===== config.mk =====
export PLATFORM = sky130hd
export DESIGN_NAME = regfile_wb_scheduler_flat
export DESIGN_NICKNAME = d
export VERILOG_FILES = /design/src/rtl/regfile_pkg.sv /design/src/rtl/regfile_wb_scheduler_if.sv /design/src/rtl/wb_fifo.sv /design/src/rtl/regfile_wb_scheduler.sv /design/src/flat_wrapper.sv
export SDC_FILE = /design/constraint.sdc
export NUM_CORES = 1
export LEC_CHECK = 0
export ABC_CLOCK_PERIOD_IN_PS = 3800
export CAP_MARGIN = 10
export CORE_MARGIN = 1
export CORE_UTILIZATION = 40
export CTS_CLUSTER_DIAMETER = 60
export DETAILED_ROUTE_END_ITERATION = 16
export GPL_TIMING_DRIVEN = 0
export PLACE_DENSITY = 0.71
export SYNTH_ARGS = -nofsm -noshare
export SYNTH_HDL_FRONTEND = slang
export SYNTH_SLANG_ARGS = --single-unit

===== constraint.sdc =====
create_clock -name clk -period 3.8 [get_ports clk]
set_clock_uncertainty 0.05 [all_clocks]
set_input_delay 0.76 -clock clk [delete_from_list [all_inputs] [get_ports clk]]
set_output_delay 0.76 -clock clk [all_outputs]
set_load 0.005 [all_outputs]

===== src/rtl/regfile_pkg.sv =====
// Shared types and constants for the register-file write-back scheduler.
//   NUM_REGS / REG_ADDR_W / REG_DATA_W : register block geometry
//   wb_req_t                           : one queued write (addr, data)
//   RF_WR_IDLE                         : rf_wr_n value that writes nothing
//   dec_addr()                         : one-hot register decode, addr 0 -> no bit
package regfile_pkg;

    localparam int unsigned NUM_REGS   = 32;
    localparam int unsigned REG_ADDR_W = 5;
    localparam int unsigned REG_DATA_W = 32;

    typedef struct packed {
        logic [REG_ADDR_W-1:0] addr;
        logic [REG_DATA_W-1:0] data;
    } wb_req_t;

    localparam logic [NUM_REGS-1:0] RF_WR_IDLE = {NUM_REGS{1'b1}};

    // Register 0 is hard-wired, so its decode is empty.
    function automatic logic [NUM_REGS-1:0] dec_addr(input logic [REG_ADDR_W-1:0] addr);
        logic [NUM_REGS-1:0] onehot;
        onehot = '0;
        if (addr != '0) begin
            onehot = NUM_REGS'(1) << addr;
        end
        return onehot;
    endfunction

endpackage


===== src/rtl/regfile_wb_scheduler_if.sv =====
// Write-back scheduler bus: requester handshakes, control, register-block drive.
//   master : requester/control side (drives req_*, freeze, flush)
//   slave  : scheduler side (drives req_ready, rf_wr_n, rf_wr_data, pending_mask, busy)
interface regfile_wb_scheduler_if
    import regfile_pkg::*;
#(
    parameter int unsigned NUM_REQ = 2
);

    logic [NUM_REQ-1:0]                 req_valid;
    logic [NUM_REQ-1:0][REG_ADDR_W-1:0] req_addr;
    logic [NUM_REQ-1:0][REG_DATA_W-1:0] req_data;
    logic [NUM_REQ-1:0]                 req_ready;
    logic                               freeze;
    logic                               flush;
    logic [NUM_REGS-1:0]                rf_wr_n;
    logic [REG_DATA_W-1:0]              rf_wr_data;
    logic [NUM_REGS-1:0]                pending_mask;
    logic                               busy;

    modport master (
        output req_valid, req_addr, req_data, freeze, flush,
        input  req_ready, rf_wr_n, rf_wr_data, pending_mask, busy
    );

    modport slave (
        input  req_valid, req_addr, req_data, freeze, flush,
        output req_ready, rf_wr_n, rf_wr_data, pending_mask, busy
    );

endinterface


===== src/rtl/wb_fifo.sv =====
// Per-requester in-order write FIFO.
//   clk, reset     : clock, synchronous active-low reset
//   flush_i        : empty the FIFO, drop this cycle's push/pop
//   push_i/_data_i : enqueue (ignored when full)
//   pop_i          : dequeue head (ignored when empty)
//   head_o         : current head entry
//   full_o/empty_o/count_o : occupancy
//   addr_mask_d_o  : decoded targets of the entries valid after this edge
module wb_fifo
    import regfile_pkg::*;
#(
    parameter int unsigned DEPTH = 2
) (
    input  logic                              clk,
    input  logic                              reset,
    input  logic                              flush_i,
    input  logic                              push_i,
    input  wb_req_t                           push_data_i,
    input  logic                              pop_i,
    output wb_req_t                           head_o,
    output logic                              full_o,
    output logic                              empty_o,
    output logic [$clog2(DEPTH):0]            count_o,
    output logic [NUM_REGS-1:0]               addr_mask_d_o
);

    localparam int unsigned PTR_W = $clog2(DEPTH);
    localparam int unsigned CNT_W = PTR_W + 1;

    wb_req_t          mem_q [DEPTH];
    logic [PTR_W-1:0] rd_ptr_q;
    logic [PTR_W-1:0] wr_ptr_q;
    logic [CNT_W-1:0] cnt_q;
    logic             do_push;
    logic             do_pop;
    logic [PTR_W-1:0] rel;

    assign full_o  = (cnt_q == CNT_W'(DEPTH));
    assign empty_o = (cnt_q == '0);
    assign do_push = push_i & ~full_o & ~flush_i;
    assign do_pop  = pop_i & ~empty_o & ~flush_i;
    assign head_o  = mem_q[rd_ptr_q];
    assign count_o = cnt_q;

    // Next-state occupancy mask, so the scheduler can register pending_mask directly.
    always_comb begin
        addr_mask_d_o = '0;
        rel           = '0;
        for (int s = 0; s < int'(DEPTH); s++) begin
            rel = PTR_W'(s) - rd_ptr_q;
            if ((CNT_W'(rel) < cnt_q) && !(do_pop && (PTR_W'(s) == rd_ptr_q))) begin
                addr_mask_d_o = addr_mask_d_o | dec_addr(mem_q[s].addr);
            end
        end
        if (do_push) begin
            addr_mask_d_o = addr_mask_d_o | dec_addr(push_data_i.addr);
        end
        if (flush_i) begin
            addr_mask_d_o = '0;
        end
    end

    // Pointers and count.
    always_ff @(posedge clk) begin
        if (!reset || flush_i) begin
            rd_ptr_q <= '0;
            wr_ptr_q <= '0;
            cnt_q    <= '0;
        end else begin
            if (do_push) begin
                wr_ptr_q <= wr_ptr_q + PTR_W'(1);
            end
            if (do_pop) begin
                rd_ptr_q <= rd_ptr_q + PTR_W'(1);
            end
            cnt_q <= cnt_q + CNT_W'(do_push) - CNT_W'(do_pop);
        end
    end

    // Storage needs no reset; validity comes from the count.
    always_ff @(posedge clk) begin
        if (do_push) begin
            mem_q[wr_ptr_q] <= push_data_i;
        end
    end

endmodule


===== src/rtl/regfile_wb_scheduler.sv =====
// Write-back scheduler: buffers per-requester writes and issues one register
// write per cycle onto the register block's active-low per-register strobes.
//   clk, reset : clock, synchronous active-low reset
//   bus        : regfile_wb_scheduler_if.slave (req_*, freeze, flush,
//                rf_wr_n, rf_wr_data, pending_mask, busy)
// Build option: RR_ARB_EN selects round-robin arbitration; otherwise the
// lowest-index non-empty requester wins.
module regfile_wb_scheduler
    import regfile_pkg::*;
#(
    parameter int unsigned NUM_REQ    = 2,
    parameter int unsigned FIFO_DEPTH = 2
) (
    input  logic                   clk,
    input  logic                   reset,
    regfile_wb_scheduler_if.slave  bus
);

    localparam int unsigned CNT_W = $clog2(FIFO_DEPTH) + 1;
    localparam int unsigned IDX_W = (NUM_REQ > 1) ? $clog2(NUM_REQ) : 1;

    localparam logic [0:0] ST_IDLE = 1'b0;
    localparam logic [0:0] ST_RUN  = 1'b1;

    logic [0:0]            state_q, state_d;
    logic [NUM_REGS-1:0]   wr_n_q, wr_n_d;
    logic [REG_DATA_W-1:0] wr_data_q, wr_data_d;
    logic [NUM_REGS-1:0]   pend_q, pend_d;

    logic [NUM_REQ-1:0]    push;
    logic [NUM_REQ-1:0]    pop;
    logic [NUM_REQ-1:0]    full;
    logic [NUM_REQ-1:0]    empty;
    wb_req_t               push_req    [NUM_REQ];
    wb_req_t               head        [NUM_REQ];
    logic [CNT_W-1:0]      count       [NUM_REQ];
    logic [NUM_REGS-1:0]   fifo_mask_d [NUM_REQ];

    logic                  grant_vld;
    logic [IDX_W-1:0]      grant_idx;
    logic                  do_grant;
    logic                  remain;

    assign bus.req_ready = ~full & {NUM_REQ{~bus.flush}};
    assign push          = bus.req_valid & bus.req_ready;

    for (genvar g = 0; g < NUM_REQ; g++) begin : g_fifo
        assign push_req[g] = '{addr: bus.req_addr[g], data: bus.req_data[g]};

        wb_fifo #(
            .DEPTH (FIFO_DEPTH)
        ) u_fifo (
            .clk           (clk),
            .reset         (reset),
            .flush_i       (bus.flush),
            .push_i        (push[g]),
            .push_data_i   (push_req[g]),
            .pop_i         (pop[g]),
            .head_o        (head[g]),
            .full_o        (full[g]),
            .empty_o       (empty[g]),
            .count_o       (count[g]),
            .addr_mask_d_o (fifo_mask_d[g])
        );
    end

`ifdef RR_ARB_EN
    logic [IDX_W-1:0] rr_ptr_q, rr_ptr_d;
    logic [IDX_W-1:0] cand;

    // Search from the pointer; the smallest offset that is non-empty wins.
    always_comb begin
        grant_vld = 1'b0;
        grant_idx = '0;
        cand      = '0;
        for (int k = int'(NUM_REQ) - 1; k >= 0; k--) begin
            cand = IDX_W'((32'(rr_ptr_q) + 32'(k)) % NUM_REQ);
            if (!empty[cand]) begin
                grant_vld = 1'b1;
                grant_idx = cand;
            end
        end
    end

    assign rr_ptr_d = do_grant ? IDX_W'((32'(grant_idx) + 32'd1) % NUM_REQ) : rr_ptr_q;

    always_ff @(posedge clk) begin
        if (!reset) begin
            rr_ptr_q <= '0;
        end else begin
            rr_ptr_q <= rr_ptr_d;
        end
    end
`else
    // Fixed priority: lowest index wins.
    always_comb begin
        grant_vld = 1'b0;
        grant_idx = '0;
        for (int i = int'(NUM_REQ) - 1; i >= 0; i--) begin
            if (!empty[i]) begin
                grant_vld = 1'b1;
                grant_idx = IDX_W'(i);
            end
        end
    end
`endif

    assign do_grant = (state_q == ST_RUN) & ~bus.freeze & ~bus.flush & grant_vld;
    assign pop      = do_grant ? (NUM_REQ'(1) << grant_idx) : '0;

    // Next state and output stage.
    always_comb begin
        state_d   = state_q;
        wr_n_d    = RF_WR_IDLE;
        wr_data_d = wr_data_q;
        remain    = 1'b0;

        for (int i = 0; i < int'(NUM_REQ); i++) begin
            if (count[i] != CNT_W'(pop[i])) begin
                remain = 1'b1;
            end
        end

        if (do_grant) begin
            // Address 0 decodes to nothing, leaving every strobe high.
            wr_n_d    = ~dec_addr(head[grant_idx].addr);
            wr_data_d = head[grant_idx].data;
        end

        case (state_q)
            ST_IDLE: if (|push) state_d = ST_RUN;
            ST_RUN:  if (!remain && !(|push)) state_d = ST_IDLE;
            default: state_d = ST_IDLE;
        endcase

        if (bus.flush) begin
            state_d = ST_IDLE;
        end
    end

    // Pending targets after this edge: queued entries plus the output stage.
    always_comb begin
        pend_d = ~wr_n_d;
        for (int i = 0; i < int'(NUM_REQ); i++) begin
            pend_d = pend_d | fifo_mask_d[i];
        end
    end

    always_ff @(posedge clk) begin
        if (!reset) begin
            state_q   <= ST_IDLE;
            wr_n_q    <= RF_WR_IDLE;
            wr_data_q <= '0;
            pend_q    <= '0;
        end else begin
            state_q   <= state_d;
            wr_n_q    <= wr_n_d;
            wr_data_q <= wr_data_d;
            pend_q    <= pend_d;
        end
    end

    assign bus.rf_wr_n      = wr_n_q;
    assign bus.rf_wr_data   = wr_data_q;
    assign bus.pending_mask = pend_q;
    assign bus.busy         = (state_q == ST_RUN);

endmodule


===== src/flat_wrapper.sv =====
// flat-port wrapper written by rule: the top's interface ports become plain ports
module regfile_wb_scheduler_flat import regfile_pkg::*;
#(
    parameter int unsigned NUM_REQ    = 2,
    parameter int unsigned FIFO_DEPTH = 2
)
  (clk, reset, bus_req_valid, bus_req_addr, bus_req_data, bus_freeze, bus_flush, bus_req_ready, bus_rf_wr_n, bus_rf_wr_data, bus_pending_mask, bus_busy);
  regfile_wb_scheduler_if #(.NUM_REQ(NUM_REQ)) bus_i ();
  input  logic clk;
  input  logic reset;
  input wire logic [$bits(bus_i.req_valid)-1:0] bus_req_valid;
  input wire logic [$bits(bus_i.req_addr)-1:0] bus_req_addr;
  input wire logic [$bits(bus_i.req_data)-1:0] bus_req_data;
  input wire logic [$bits(bus_i.freeze)-1:0] bus_freeze;
  input wire logic [$bits(bus_i.flush)-1:0] bus_flush;
  output wire logic [$bits(bus_i.req_ready)-1:0] bus_req_ready;
  output wire logic [$bits(bus_i.rf_wr_n)-1:0] bus_rf_wr_n;
  output wire logic [$bits(bus_i.rf_wr_data)-1:0] bus_rf_wr_data;
  output wire logic [$bits(bus_i.pending_mask)-1:0] bus_pending_mask;
  output wire logic [$bits(bus_i.busy)-1:0] bus_busy;
  assign bus_i.req_valid = bus_req_valid;
  assign bus_i.req_addr = bus_req_addr;
  assign bus_i.req_data = bus_req_data;
  assign bus_i.freeze = bus_freeze;
  assign bus_i.flush = bus_flush;
  assign bus_req_ready = bus_i.req_ready;
  assign bus_rf_wr_n = bus_i.rf_wr_n;
  assign bus_rf_wr_data = bus_i.rf_wr_data;
  assign bus_pending_mask = bus_i.pending_mask;
  assign bus_busy = bus_i.busy;
  regfile_wb_scheduler #(.NUM_REQ(NUM_REQ), .FIFO_DEPTH(FIFO_DEPTH)) u_core (.clk(clk), .reset(reset), .bus(bus_i));
endmodule

After elaboration in Yosys (flattened, before gate mapping). Memory sizes are Yosys's and may differ from the RTL's. A register that Yosys moved wholly into a read port is not among the register bits. Index checks and enable logic that the tools add are counted.

Logic and storage cells: 143. Input bits: 80. Output and inout bits: 99. Bits in writable memories: 148. Memories kept: 2. Register bits: 105.

Reduce and logical (&&, ||, !) cells: 28. Equal/unequal tests: 4. Multiplexer cells: 41. Shifts and indexed selects: 8. Magnitude comparators: 5. Bitwise operators: 33. Add/subtract/negate cells: 12.

Memories: u_core.g_fifo[0].u_fifo.mem_q (words 2, width 37, read ports 3, clocked after memory_dff 1, write ports 1, RTL line wb_fifo.sv:30) `wb_req_t mem_q [DEPTH];`; u_core.g_fifo[1].u_fifo.mem_q (words 2, width 37, read ports 3, clocked after memory_dff 1, write ports 1, RTL line wb_fifo.sv:30).

Operators with widths (number): $mux W32 (21); $shl A1 B5 Y32 const A (7); $or A32 B32 Y32 (6); $mux W37 (3); $not A32 Y32 (2); $reduce_bool A5 Y1 (7); $mux W1 (15); $and A1 B1 Y1 (11); $not A1 Y1 (10); $logic_and A1 B1 Y1 (9); $lt A1 B2 Y1 (4); $logic_not A1 Y1 (7); $add A1 B1 Y1 const B (4); $add A2 B1 Y2 (2); $and A2 B2 Y2 (2); $eq A2 B2 Y1 const B (2); $logic_not A2 Y1 (2); $ne A2 B1 Y1 (2); $reduce_or A2 Y1 (2); $sub A1 B1 Y1 const A (4); $sub A2 B1 Y2 (2); $ge A2 B2 Y1 const B (1); $mux W2 (1); $not A1 Y2 (1); 4 further kinds (4).

Logic depth before layout (Yosys ltp). Gate-level depths: netlist of the first run.

Depth in word-level cells: 18. Gate-level depth with buffers: 10. Mapped depth without buffers: 9.

By module. A second synthesis of the first run with hierarchy kept.

Cells, all modules: 959. Area, all modules: 11757.5 um2.

Modules (own cells, without submodules): wb_fifo (area each 3972.6 um2, times used 2, seq. area each 2322.2 um2, cells an instance 294); regfile_wb_scheduler (area each 3812.4 um2, times used 1, seq. area each 1941.9 um2, cells an instance 371).

Worst setup path before layout of the first run. No wires, ideal clock.

Path type: input -> register. Start point: in bus_req_valid[1]. End point: mem u_core.g_fifo[1].u_fifo.mem_q[0][0] (netlist bit) (enable). Required time: 3319 ps. Slack: 447 ps. Stages: 4. Arrival: 2872 ps. Library setup time: 431 ps. Buffers on the path: 1. Cells stage by stage: nor2b_1 -> clkbuf_1 -> nand2_1 -> nor2_1.

Longest elaborated chain between the ends: 5.

RTL lines: from (decl) (RTL line flat_wrapper.sv:11) `input wire logic [$bits(bus_i.req_valid)-1:0] bus_req_valid;`; $and A2 B2 Y2 (RTL line regfile_wb_scheduler.sv:45) `assign push = bus.req_valid & bus.req_ready;`; $and A1 B1 Y1 (2 in series) (RTL line wb_fifo.sv:40) `assign do_push = push_i & ~full_o & ~flush_i;`; $mux W1 (RTL line wb_fifo.sv:82) `if (do_push) begin`; $mux W1 (not written as such) (RTL line wb_fifo.sv:83) `mem_q[wr_ptr_q] <= push_data_i;`; to (decl) (RTL line wb_fifo.sv:30).

No other way between the ends.

Worst setup path after layout of the first run.
Start point: in bus_flush. End point: reg u_core.pend_q[18] (netlist: u_core.bus.pending_mask[18]).

Longest elaborated chain between the ends: 17. Elaborated cells between the ends (all ways): 42. Classes of those cells: 10 x mux; 20 x bitwise; 12 x reduce/logical.

RTL lines: from (decl) (RTL line flat_wrapper.sv:15) `input wire logic [$bits(bus_i.flush)-1:0] bus_flush;`; $not A1 Y1 (*) (RTL line wb_fifo.sv:41, regfile_wb_scheduler.sv:108); $and A1 B1 Y1 (2 in series) (RTL line regfile_wb_scheduler.sv:108) `assign do_grant = (state_q == ST_RUN) & ~bus.freeze & ~bus.flush & grant_vld;`; $mux W2 (RTL line regfile_wb_scheduler.sv:109) `assign pop = do_grant ? (NUM_REQ'(1) << grant_idx) : '0;`; $and A1 B1 Y1 (RTL line wb_fifo.sv:41) `assign do_pop = pop_i & ~empty_o & ~flush_i;`; $and A1 B1 Y1 (*) (RTL line wb_fifo.sv:41); named net u_core.g_fifo[0].u_fifo.do_pop (RTL line wb_fifo.sv:35) `logic do_pop;`; $logic_and A1 B1 Y1 (RTL line wb_fifo.sv:51) `if ((CNT_W'(rel) < cnt_q) && !(do_pop && (PTR_W'(s) == rd_ptr_q))) begin`; $logic_not A1 Y1 (RTL line wb_fifo.sv:51); $logic_and A1 B1 Y1 (RTL line wb_fifo.sv:51); $mux W32 (RTL line wb_fifo.sv:51); $or A32 B32 Y32 (RTL line wb_fifo.sv:52) `addr_mask_d_o = addr_mask_d_o | dec_addr(mem_q[s].addr);`; $mux W32 (*) (RTL line wb_fifo.sv:51); $or A32 B32 Y32 (RTL line wb_fifo.sv:56) `addr_mask_d_o = addr_mask_d_o | dec_addr(push_data_i.addr);`; $mux W32 (*) (RTL line wb_fifo.sv:55) `if (do_push) begin`; $mux W32 (*) (RTL line wb_fifo.sv:58) `if (flush_i) begin`; $or A32 B32 Y32 (*) (2 in series) (RTL line regfile_wb_scheduler.sv:145) `pend_d = pend_d | fifo_mask_d[i];`; to (signal assigned) (RTL line regfile_wb_scheduler.sv:159) `pend_q <= pend_d;`; to (decl) (RTL line regfile_wb_scheduler.sv:28) `logic [NUM_REGS-1:0] pend_q, pend_d;`.

The timed path passes the listed nets; every way through them passes the cells marked *. A chain may end at the register's enable or synchronous reset.

==> results of run 1 <==
## cells by family after synthesis
group,synth area share (%)
adder cells (fa/ha/maj),0.987
flip-flops,59.0
AND/OR/NAND/NOR,16.8
buffers and inverters,3.38
AO/OA/AOI/OAI,12.2
multiplexers,6.93
other,0.0673
XOR/XNOR,0.628
## metal layers
layer	global-route usage (%)	share of wire, %	up-vias
li1	-	-	4086
met1	29.6	42	4114
met2	38.5	47	367
met3	4.35	7.1	61
met4	9.48	3.6	2
met5	0	0.036	-
## sequential cells by signal, summed over array words and instances, names as in the netlist, named ones only
name / count
u_core.g_fifo.u_fifo.wr_ptr_q: 2
u_core.bus.pending_mask: 32
u_core.g_fifo.u_fifo.count_o: 4
u_core.g_fifo.u_fifo.mem_q: 148
u_core.bus.busy: 1
u_core.bus.rf_wr_n: 32
u_core.g_fifo.u_fifo.rd_ptr_q: 2
u_core.bus.rf_wr_data: 32
## power by group through the flow
stage	Clock, mW	Sequential, mW	Combinational (mW)
floorplan	0	3.05	0.158
global placement	0	3.06	0.330
detailed placement	0	3.05	0.343
CTS	2.66	2.99	0.345
global route	2.77	3.00	0.372
finish	2.60	2.99	0.345
## worst min-delay path by stage
stage                                    from                         to  slack (ns)  cells past startpoint
finish               u_core.bus.rf_wr_data[1]   u_core.bus.rf_wr_data[1]        0.40                      2
global route        u_core.bus.rf_wr_data[20]  u_core.bus.rf_wr_data[20]        0.43                      2
CTS                  u_core.bus.rf_wr_data[1]   u_core.bus.rf_wr_data[1]        0.41                      2
detailed placement   u_core.bus.rf_wr_data[1]   u_core.bus.rf_wr_data[1]        0.40                      2
global placement     u_core.bus.rf_wr_data[1]   u_core.bus.rf_wr_data[1]        0.40                      2
floorplan           u_core.bus.rf_wr_data[10]  u_core.bus.rf_wr_data[10]        0.40                      2
## per-stage QoR
step	worst slack (ns)	instance area [sq um]	setup TNS, ns	util, %
2_1_floorplan	0.447	11200	0	-
3_3_place_gp	-1.48	13400	-106.85	49.3
3_5_place_dp	-0.288	13500	-1.01	49.7
4_1_cts	0.283	14400	0	53.0
5_1_grt	0.0471	14400	0	53.0
6_report	0.300	14400	0	53.0
## critical path, stage by stage
cell	delay, ns
clkdlybuf4s50_1	0.57
or3b_1	0.53
nor2_1	0.33
ha_1	0.35
or3b_1	0.14
buf_1	0.39
nor4_1	0.11
nor4_1	0.53
o2bb2ai_1	0.14
## layout by cell type (no fill, tap or decap), drive strengths merged, types with 11 or more instances in the layout
master and instances:
nor3 23, nand2 144, edfxtp 148, o22ai 77, inv 14, clkdlybuf4s50 178, nor2b 13, mux2i 72
nor2 56, a21boi 32, nand2b 11, nor4 23, buf 45, dfxtp 107, nand3b 14, nand3 42
clkbuf 63, o2bb2ai 32
## area by class of cell
class | count | area (sq um)
multi-input combinational | 646 | 4210
inverter | 8 | 30.0
clock buffer | 39 | 803
fill | 2414 | 12800
tap | 372 | 465
timing repair buffer | 183 | 1870
buffer | 65 | 347
clock inverter | 10 | 97.6
sequential | 255 | 6590
==> impl_metrics.yaml, run 1 <==
setup_path:
  worstSetupPathType: "in -> reg"
  cp.arrival_ns: 3.86
  r2r_end: "u_core.bus.pending_mask[18]"
  cp_max_fo: 8
  cp-end-kind: "flip-flop"
  crit_path_end: "u_core.bus.pending_mask[18]"
  reg2reg_from: "u_core.bus.busy"
  worstPathRequired_ns: 4.16
  crit_start: "bus_flush"
  crit_path_start_kind: "primary input"
  regToRegSetupSlack_ns: 0.77
  rr_worst_depth: 8
yosys:
  ys_ff_latch: 255
  ys_types: 70
  ys_seq_area_share_pct: 59.0
  synth_most_common_cell: "edfxtp_1"
  synth_top_area_cell: "edfxtp_1"
  synth-main-ff-cell: "edfxtp_1"
  synth_common_cells: "edfxtp_1, nand2_1, dfxtp_1, o22ai_1, mux2i_1"
  synth_enable_flop_cells: 148
  synth_area_per_cell_sq_um: 11.5
  synthArstFlopShare_pct: 0
  syn_nets: 1062
  netlist_instances: 974
  syn_area_sq_mm: 0.0112
  netlist.area_leader.share_pct: 39.8
  yosysWarnings: 0
  synthTopCellsByArea: "edfxtp_1, dfxtp_1, mux2i_1"
cells_and_area:
  drive_gt1_share_pct: 10.4
  fin_cells: 1578
  syn_to_final_growth_pct: 29.2
  fin_nets: 1274
  diodes: 0
routing:
  vias: 8630
  drtPass1Iterations: 5
  routedWlPerCell_um: 21.0
  viasPerCell: 5.47
  drt_iter0_drc: 658
  drc: 0
  routed_wl_um: 33200
  ant_nets: 0
power:
  pwr-share-seq_pct: 50.4
  clkPwrFrac_pct: 43.8
  internal_power_mw: 4.63
  peakVddDrop_uv: 330
  p_per_area_mw_per_mm2: 412
  leakagePower_nw: 4.64
  swShare_pct: 22.1
  combPwrFrac_pct: 5.8
  p_sw_mw: 1.31
  power.total_mw: 5.94
sta:
  timing.hold.ws_ns: 0.404
  period_needed_ns: 3.50
  rsz0062_at_grt: "false"
  max_freq_ghz: 0.286
  maxSlewViolCount: 0
  worst_slew_pin_slew_ns: 0.808
  finalHoldViolCount: 0
  finalSetupViolCount: 0
  maxSlewHeadroom_pct: 45.9
  min_period_over_period_pct: 92.1
floorplanning:
  io_pins: 179
  coreArea_sq_mm: 0.0272
  die_area_sq_mm: 0.0286
  initial_core_util_pct: 41.0
  fp-row-count: 60
  die_x_um: 169
  fp.dieH_um: 169
clock_network:
  holdBufCountCts: 0
  ctsResizeCount: 0
  clkTransAtPathRegs_ns: 0.06
  cts_root_buf: "clkbuf_16"
  cts_sinks: 255
  cts-buffers-inserted: 27
  clockBufferDepth: 3
  cts_setup_buffers: 0
  worst_skew_pair.late_latency_ns: 0.55
  cts_max_level: 1
  cts_tree: "yes"
global_route:
  grt_pass1_wl_um: 49400
  grt_max_degree: 33
  antenna_found_initial: 1
  grt_overflow_total: 0
  grt_pass1_vias: 8456
  gr-usage-all-layers_pct: 23.1
job:
  maxCapViolCount: 0
place:
  dpl.cell_count: 1528
  hpwl_um: 24800
  port_buffers: 178
  gp_congestion: 0.964
hold_path:
  hp-class: "reg -> reg"
run_status:
  status: "complete, no violations"
No activity file was read; power rests on OpenSTA's default activity.
==> run 2: changes to the inputs <==
--- a/config.mk
+++ b/config.mk
@@ -12,6 +12,7 @@
 export CTS_CLUSTER_DIAMETER = 60
 export DETAILED_ROUTE_END_ITERATION = 16
 export GPL_TIMING_DRIVEN = 0
+export HOLD_SLACK_MARGIN = 0.1
 export PLACE_DENSITY = 0.71
 export SYNTH_ARGS = -nofsm -noshare
 export SYNTH_HDL_FRONTEND = slang
==> results of run 2 <==
The final DEF is identical to that of run 1; final timing and power are the same.
